$ cat config.mk
export PLATFORM = sky130hd
export DESIGN_NAME = hsv_core_commit_order
export DESIGN_NICKNAME = d
export VERILOG_FILES = /design/src/rtl/hsv_core_commit_order.sv
export SDC_FILE = /design/constraint.sdc
export NUM_CORES = 1
export LEC_CHECK = 0
export CAP_MARGIN = 20
export CORE_AREA = 5 5 254 256
export DETAILED_ROUTE_END_ITERATION = 7
export DIE_AREA = 0 0 259 261
export HOLD_SLACK_MARGIN = 0.06
export PLACE_DENSITY_LB_ADDON = 0.1
export SETUP_SLACK_MARGIN = 0.5
export SYNTH_ARGS = -nofsm -noshare
export SYNTH_HDL_FRONTEND = slang
export SYNTH_SLANG_ARGS = --single-unit
$ cat constraint.sdc
create_clock -name clk_core -period 3.6 [get_ports clk_core]
set_clock_uncertainty 0.15 [all_clocks]
set_input_delay 0.9 -clock clk_core [delete_from_list [all_inputs] [get_ports clk_core]]
set_output_delay 0.9 -clock clk_core [all_outputs]
set_load 0.1 [all_outputs]
$ cat src/rtl/hsv_core_commit_order.sv
// Program-order merge point: an order FIFO of unit IDs picks which unit's result goes to commit,
// so results reach commit in issue order even when units finish out of order.
module hsv_core_commit_order #(
  parameter int N_UNITS    = 4,
  parameter int DATA_WIDTH = 128,
  parameter int DEPTH      = 8,
  localparam int ID_W  = $clog2(N_UNITS),
  localparam int PTR_W = $clog2(DEPTH),
  localparam int OCC_W = $clog2(DEPTH + 1)
) (
  input  logic                          clk_core,
  input  logic                          rst_core,
  input  logic                          flush_req,
  output logic                          flush_ack,
  input  logic [ID_W-1:0]               issue_unit,
  input  logic                          issue_valid,
  output logic                          issue_ready,
  input  logic [N_UNITS*DATA_WIDTH-1:0] unit_data,
  input  logic [N_UNITS-1:0]            unit_valid,
  output logic [N_UNITS-1:0]            unit_ready,
  output logic [DATA_WIDTH-1:0]         commit_data,
  output logic                          commit_valid,
  input  logic                          commit_ready,
  output logic [OCC_W-1:0]              occupancy
);

  // Handshakes: a transfer happens on a rising edge where valid and ready are both 1.
  // valid never depends on ready; ready may depend on valid-independent state only.

  localparam logic [PTR_W:0] PTR_ONE = 1;

  logic [PTR_W:0]        wr_ptr_q, wr_ptr_d, rd_ptr_q, rd_ptr_d;
  logic [ID_W-1:0]       fifo_q [DEPTH];
  logic                  commit_valid_q, commit_valid_d;
  logic                  flush_ack_q;
  logic [DATA_WIDTH-1:0] commit_data_q, sel_data;
  logic                  empty, full, out_free, head_rdy, push, accept;
  logic [ID_W-1:0]       head_id;

  assign empty    = (wr_ptr_q == rd_ptr_q);
  assign full     = (wr_ptr_q[PTR_W] != rd_ptr_q[PTR_W]) &&
                    (wr_ptr_q[PTR_W-1:0] == rd_ptr_q[PTR_W-1:0]);
  assign head_id  = fifo_q[rd_ptr_q[PTR_W-1:0]];
  assign out_free = ~commit_valid_q | commit_ready;
  assign head_rdy = ~empty & out_free & ~flush_req;

  assign issue_ready = ~full & ~flush_req;
  assign push        = issue_valid & issue_ready;

  // Only the unit named at the FIFO head may hand over its result.
  always_comb begin
    unit_ready = '0;
    sel_data   = '0;
    accept     = 1'b0;
    for (int k = 0; k < N_UNITS; k++) begin
      if (head_id == ID_W'(k)) begin
        unit_ready[k] = head_rdy;
        sel_data      = unit_data[k*DATA_WIDTH +: DATA_WIDTH];
        accept        = unit_valid[k] & head_rdy;
      end
    end
  end

  always_comb begin
    wr_ptr_d       = wr_ptr_q;
    rd_ptr_d       = rd_ptr_q;
    commit_valid_d = commit_valid_q;
    if (flush_req) begin
      wr_ptr_d       = '0;
      rd_ptr_d       = '0;
      commit_valid_d = 1'b0;
    end else begin
      if (push) wr_ptr_d = wr_ptr_q + PTR_ONE;
      if (accept) begin
        rd_ptr_d       = rd_ptr_q + PTR_ONE;
        commit_valid_d = 1'b1;
      end else if (commit_ready) begin
        commit_valid_d = 1'b0;
      end
    end
  end

  always_ff @(posedge clk_core or posedge rst_core) begin
    if (rst_core) begin
      wr_ptr_q       <= '0;
      rd_ptr_q       <= '0;
      commit_valid_q <= 1'b0;
      flush_ack_q    <= 1'b1;
    end else begin
      wr_ptr_q       <= wr_ptr_d;
      rd_ptr_q       <= rd_ptr_d;
      commit_valid_q <= commit_valid_d;
      flush_ack_q    <= flush_req;
    end
  end

  // Payload and ID storage carry no reset; validity is tracked by the pointers and commit_valid.
  always_ff @(posedge clk_core) begin
    if (push)   fifo_q[wr_ptr_q[PTR_W-1:0]] <= issue_unit;
    if (accept) commit_data_q <= sel_data;
  end

  assign commit_data  = commit_data_q;
  assign commit_valid = commit_valid_q;
  assign flush_ack    = flush_ack_q;
  assign occupancy    = OCC_W'(wr_ptr_q - rd_ptr_q);

  a_issue_unit_legal: assert property (@(posedge clk_core) disable iff (rst_core)
    issue_valid |-> (int'(issue_unit) < N_UNITS));

endmodule

==> results of run 1 <==
## final timing paths
path                                              endpoint  slack [ns]  cells after the start
worst max-delay path                         unit_ready[0]        0.19                      5
worst min-delay path               rd_ptr_q[3]$_DFFE_PP0P_        0.38                      1
worst max register to register  commit_data[106]$_DFFE_PP_        0.56                      8
worst min register to register     rd_ptr_q[3]$_DFFE_PP0P_        0.38                      1
max in group asynchronous          rd_ptr_q[2]$_DFFE_PP0P_        2.40                      2
min in group asynchronous          rd_ptr_q[3]$_DFFE_PP0P_        0.57                      2
## final cells by class
class	count	area, um^2
Antenna cell	5	12.5
Clock buffer	17	425
Clock inverter	15	190
Fill cell	6692	44800
Inverter	10	43.8
Multi-Input combinational cell	841	4280
Sequential cell	154	4580
Tap cell	846	1060
Timing Repair Buffer	706	6910
## state kept, by name, summed over array words and instances (netlist names)
name / cells
fifo_q: 16
wr_ptr_q: 4
rd_ptr_q: 4
commit_data: 128
flush_ack: 1
commit_valid: 1
## power by group through the flow
| stage | registers [mW] | clock network (mW) | logic (mW) |
|---|---|---|---|
| after floorplan | 4.58 | 0 | 2.36 |
| after global placement | 2.68 | 0 | 6.50 |
| after detailed placement | 2.68 | 0 | 6.49 |
| after CTS | 2.64 | 2.05 | 6.65 |
| after global routing | 2.66 | 2.12 | 7.07 |
| final | 2.63 | 1.95 | 6.65 |
## stage by stage
stage / area, um^2 / setup WS (ns) / TNS [ns]
2_1_floorplan: 9200 / -0.0168 / -0.0168
3_3_place_gp: 16600 / 0.0507 / 0
3_5_place_dp: 16600 / 0.0802 / 0
4_1_cts: 17400 / 0.122 / 0
5_1_grt: 17500 / 0.100 / 0
6_report: 17500 / 0.195 / 0
## metal layers
layer  share of wire (%)  up-vias  global-route usage, %
met5               0.088        -                      0
met3                 7.9       37                   5.60
met4                 1.3        8                   4.06
met1                  38     5013                   16.4
met2                  53      344                   27.4
li1                    -     5079                      -
## placed cells by master (no fill, tap or decap), types with 5 or more instances in the layout
master / instances
a31oi_1: 128
and3_1: 128
buf_12: 18
buf_4: 159
clkbuf_16: 18
clkdlybuf4s50_1: 521
dfrtp_2: 5
diode_2: 5
edfxtp_1: 144
inv_1: 6
nand2_1: 519
nand3_1: 5
nor2_1: 11
## what timing repair did
action / in CTS / in global routing
pin swaps: 6 / 3
setup endpoints to repair: 8 / 42
buffers inserted: 13 / 3
resized for setup: 17 / 6
cloned: 1 / 2
hold buffers: 0 / 0
## logic make-up (layout without fill, tap and decap cells)
group	after synthesis	count (layout)	synth area share, %
AND/OR/NAND/NOR	677	677	31.7
other	0	5	0
multiplexers	15	15	2.42
XOR/XNOR	5	5	0.481
adder cells (fa/ha/maj)	6	6	0.908
buffers and inverters	96	748	4.54
flip-flops	154	154	50.3
AO/OA/AOI/OAI	137	138	9.61
==> flow_summary_export.csv, run 1 <==
group,metric,value,unit
die,die_x,259,um
place,place_congestion,0.798,
clock_tree,htreeDepth,4,
die,row_count,92,
clock_tree,numCtsBuffers,17,
die,io_pins,662,
power_and_ir_drop,p_int,5.73,mW
synth,synth.avg_cell_area,8.35,um^2
die,die_height,261,um
timing,hold_viol_final,0,
die,dieArea,0.0676,mm^2
grt,grt_overflow,0,
worst_setup_path,startpoint,"rd_ptr_q[1]$_DFFE_PP0P_",
worst_setup_path,cp_num_buf_inv,1,
worst_setup_path,crit_required,2.55,ns
worst_setup_path,max_stage_delay,0.57,ns
synth,synthFlopType,"edfxtp_1",
clock_tree,insertion_delay,0.48,ns
timing,slew_headroom,59.2,%
synth,netlist_instances,1090,
place,placed_cells,2538,
route,routed-via-count,10500,
place,io_buffers,661,
timing,whs,0.377,ns
synth,synth_common_cells,"nand2_1, edfxtp_1, and3_1",
finish,syn_to_final_growth,92.4,%
power_and_ir_drop,clock_power_share,17.4,%
synth,syn_area,0.00910,mm^2
synth,synth_area_leaders,"edfxtp_1, nand2_1, and3_1",
worst_setup_path,crit_chain,"mux4_2 -> mux2_4 -> or2_4 -> nor2_4 -> buf_12",
worst_setup_path,r2r_start,"rd_ptr_q[0]$_DFFE_PP0P_",
power_and_ir_drop,power_frac_seq,23.4,%
power_and_ir_drop,pwr-share-comb,59.2,%
status,status,"completed",
grt,grt_max_degree,116,
finish,drive_gt1_share,14.7,%
clock_tree,cts.clk_slew.worst_paths,0.07,ns
clock_tree,cts.sinks,154,
timing,tightestPinTransition,0.612,ns
timing,period_needed,3.41,ns
power_and_ir_drop,p_sw,5.50,mW
clock_tree,cts_tree,"done",
synth,ys.warnings.count,0,
route,drt-initial-drc-count,481,
synth,ys_seq_area_share,50.3,%
die,core_area,0.0623,mm^2
finish,final_cells,2594,
finish,finish.utilization,28.1,%
grt,grt_pass1_wl,74500,um
worst_setup_path,crit_path_max_fanout,4,
synth,yosysTopAreaCell,"edfxtp_1",
route,route.detailed.vias_per_inst,4.04,
die,start_util,14.6,%
route,drc,0,
grt,antenna_found_initial,9,
synth,synth_edf_count,144,
synth,async_flop_share,6.49,%
timing,fmax,294,MHz
clock_tree,root_buffer,"clkbuf_16",
grt,grt_pass1_vias,10600,
clock_tree,cts_max_path_buffers,2,
timing,slew_violations,0,
timing,finalCritPeriodShare,94.6,%
hold_path,hold_path.class,"flop to flop",
route,wl,54700,um
route,drt-wirelength-per-cell,21.1,um
worst_setup_path,arrival,2.36,ns
timing,setup_viol,0,
worst_setup_path,cp_slowest_cell,"mux4_2",
worst_setup_path,worstSetupPathType,"flop to primary output",
power_and_ir_drop,ir_worst_vdd,372,uV
route,postRouteAntennaNets,0,
finish,nNetsFinal,2259,
synth,synth_most_common_cell,"nand2_1",
hold_path,worstHoldStart,"rd_ptr_q[3]$_DFFE_PP0P_",
worst_setup_path,worstSetupEndpointType,"primary output",
power_and_ir_drop,sw_frac_of_total,49.0,%
power_and_ir_drop,finalPower,11.2,mW
worst_setup_path,cpLargestDelayFamily,"multiplexers",
grt,grt_usage,15.0,%
synth,synth_cell_types,34,
worst_setup_path,startpoint_type,"flop",
synth,syn-num-nets,1619,
synth,synth_top_area_share,47.5,%
route,first_pass_iters,5,
timing,rsz0062_at_grt,"true",
job,maxCapViolations,0,
power_and_ir_drop,powerDensity,642,mW/mm^2
synth,ys_ff_latch,154,
place,hpwl,40600,um
power_and_ir_drop,power_leakage,6.97,nW
Power figures use the tool's default switching activity.
==> run 2, diff against run 1 <==
--- a/config.mk
+++ b/config.mk
@@ -5,7 +5,6 @@
 export SDC_FILE = /design/constraint.sdc
 export NUM_CORES = 1
 export LEC_CHECK = 0
-export CAP_MARGIN = 20
 export CORE_AREA = 5 5 254 256
 export DETAILED_ROUTE_END_ITERATION = 7
 export DIE_AREA = 0 0 259 261
==> results of run 2 <==
The final DEF is identical to that of run 1; final timing and power are the same.
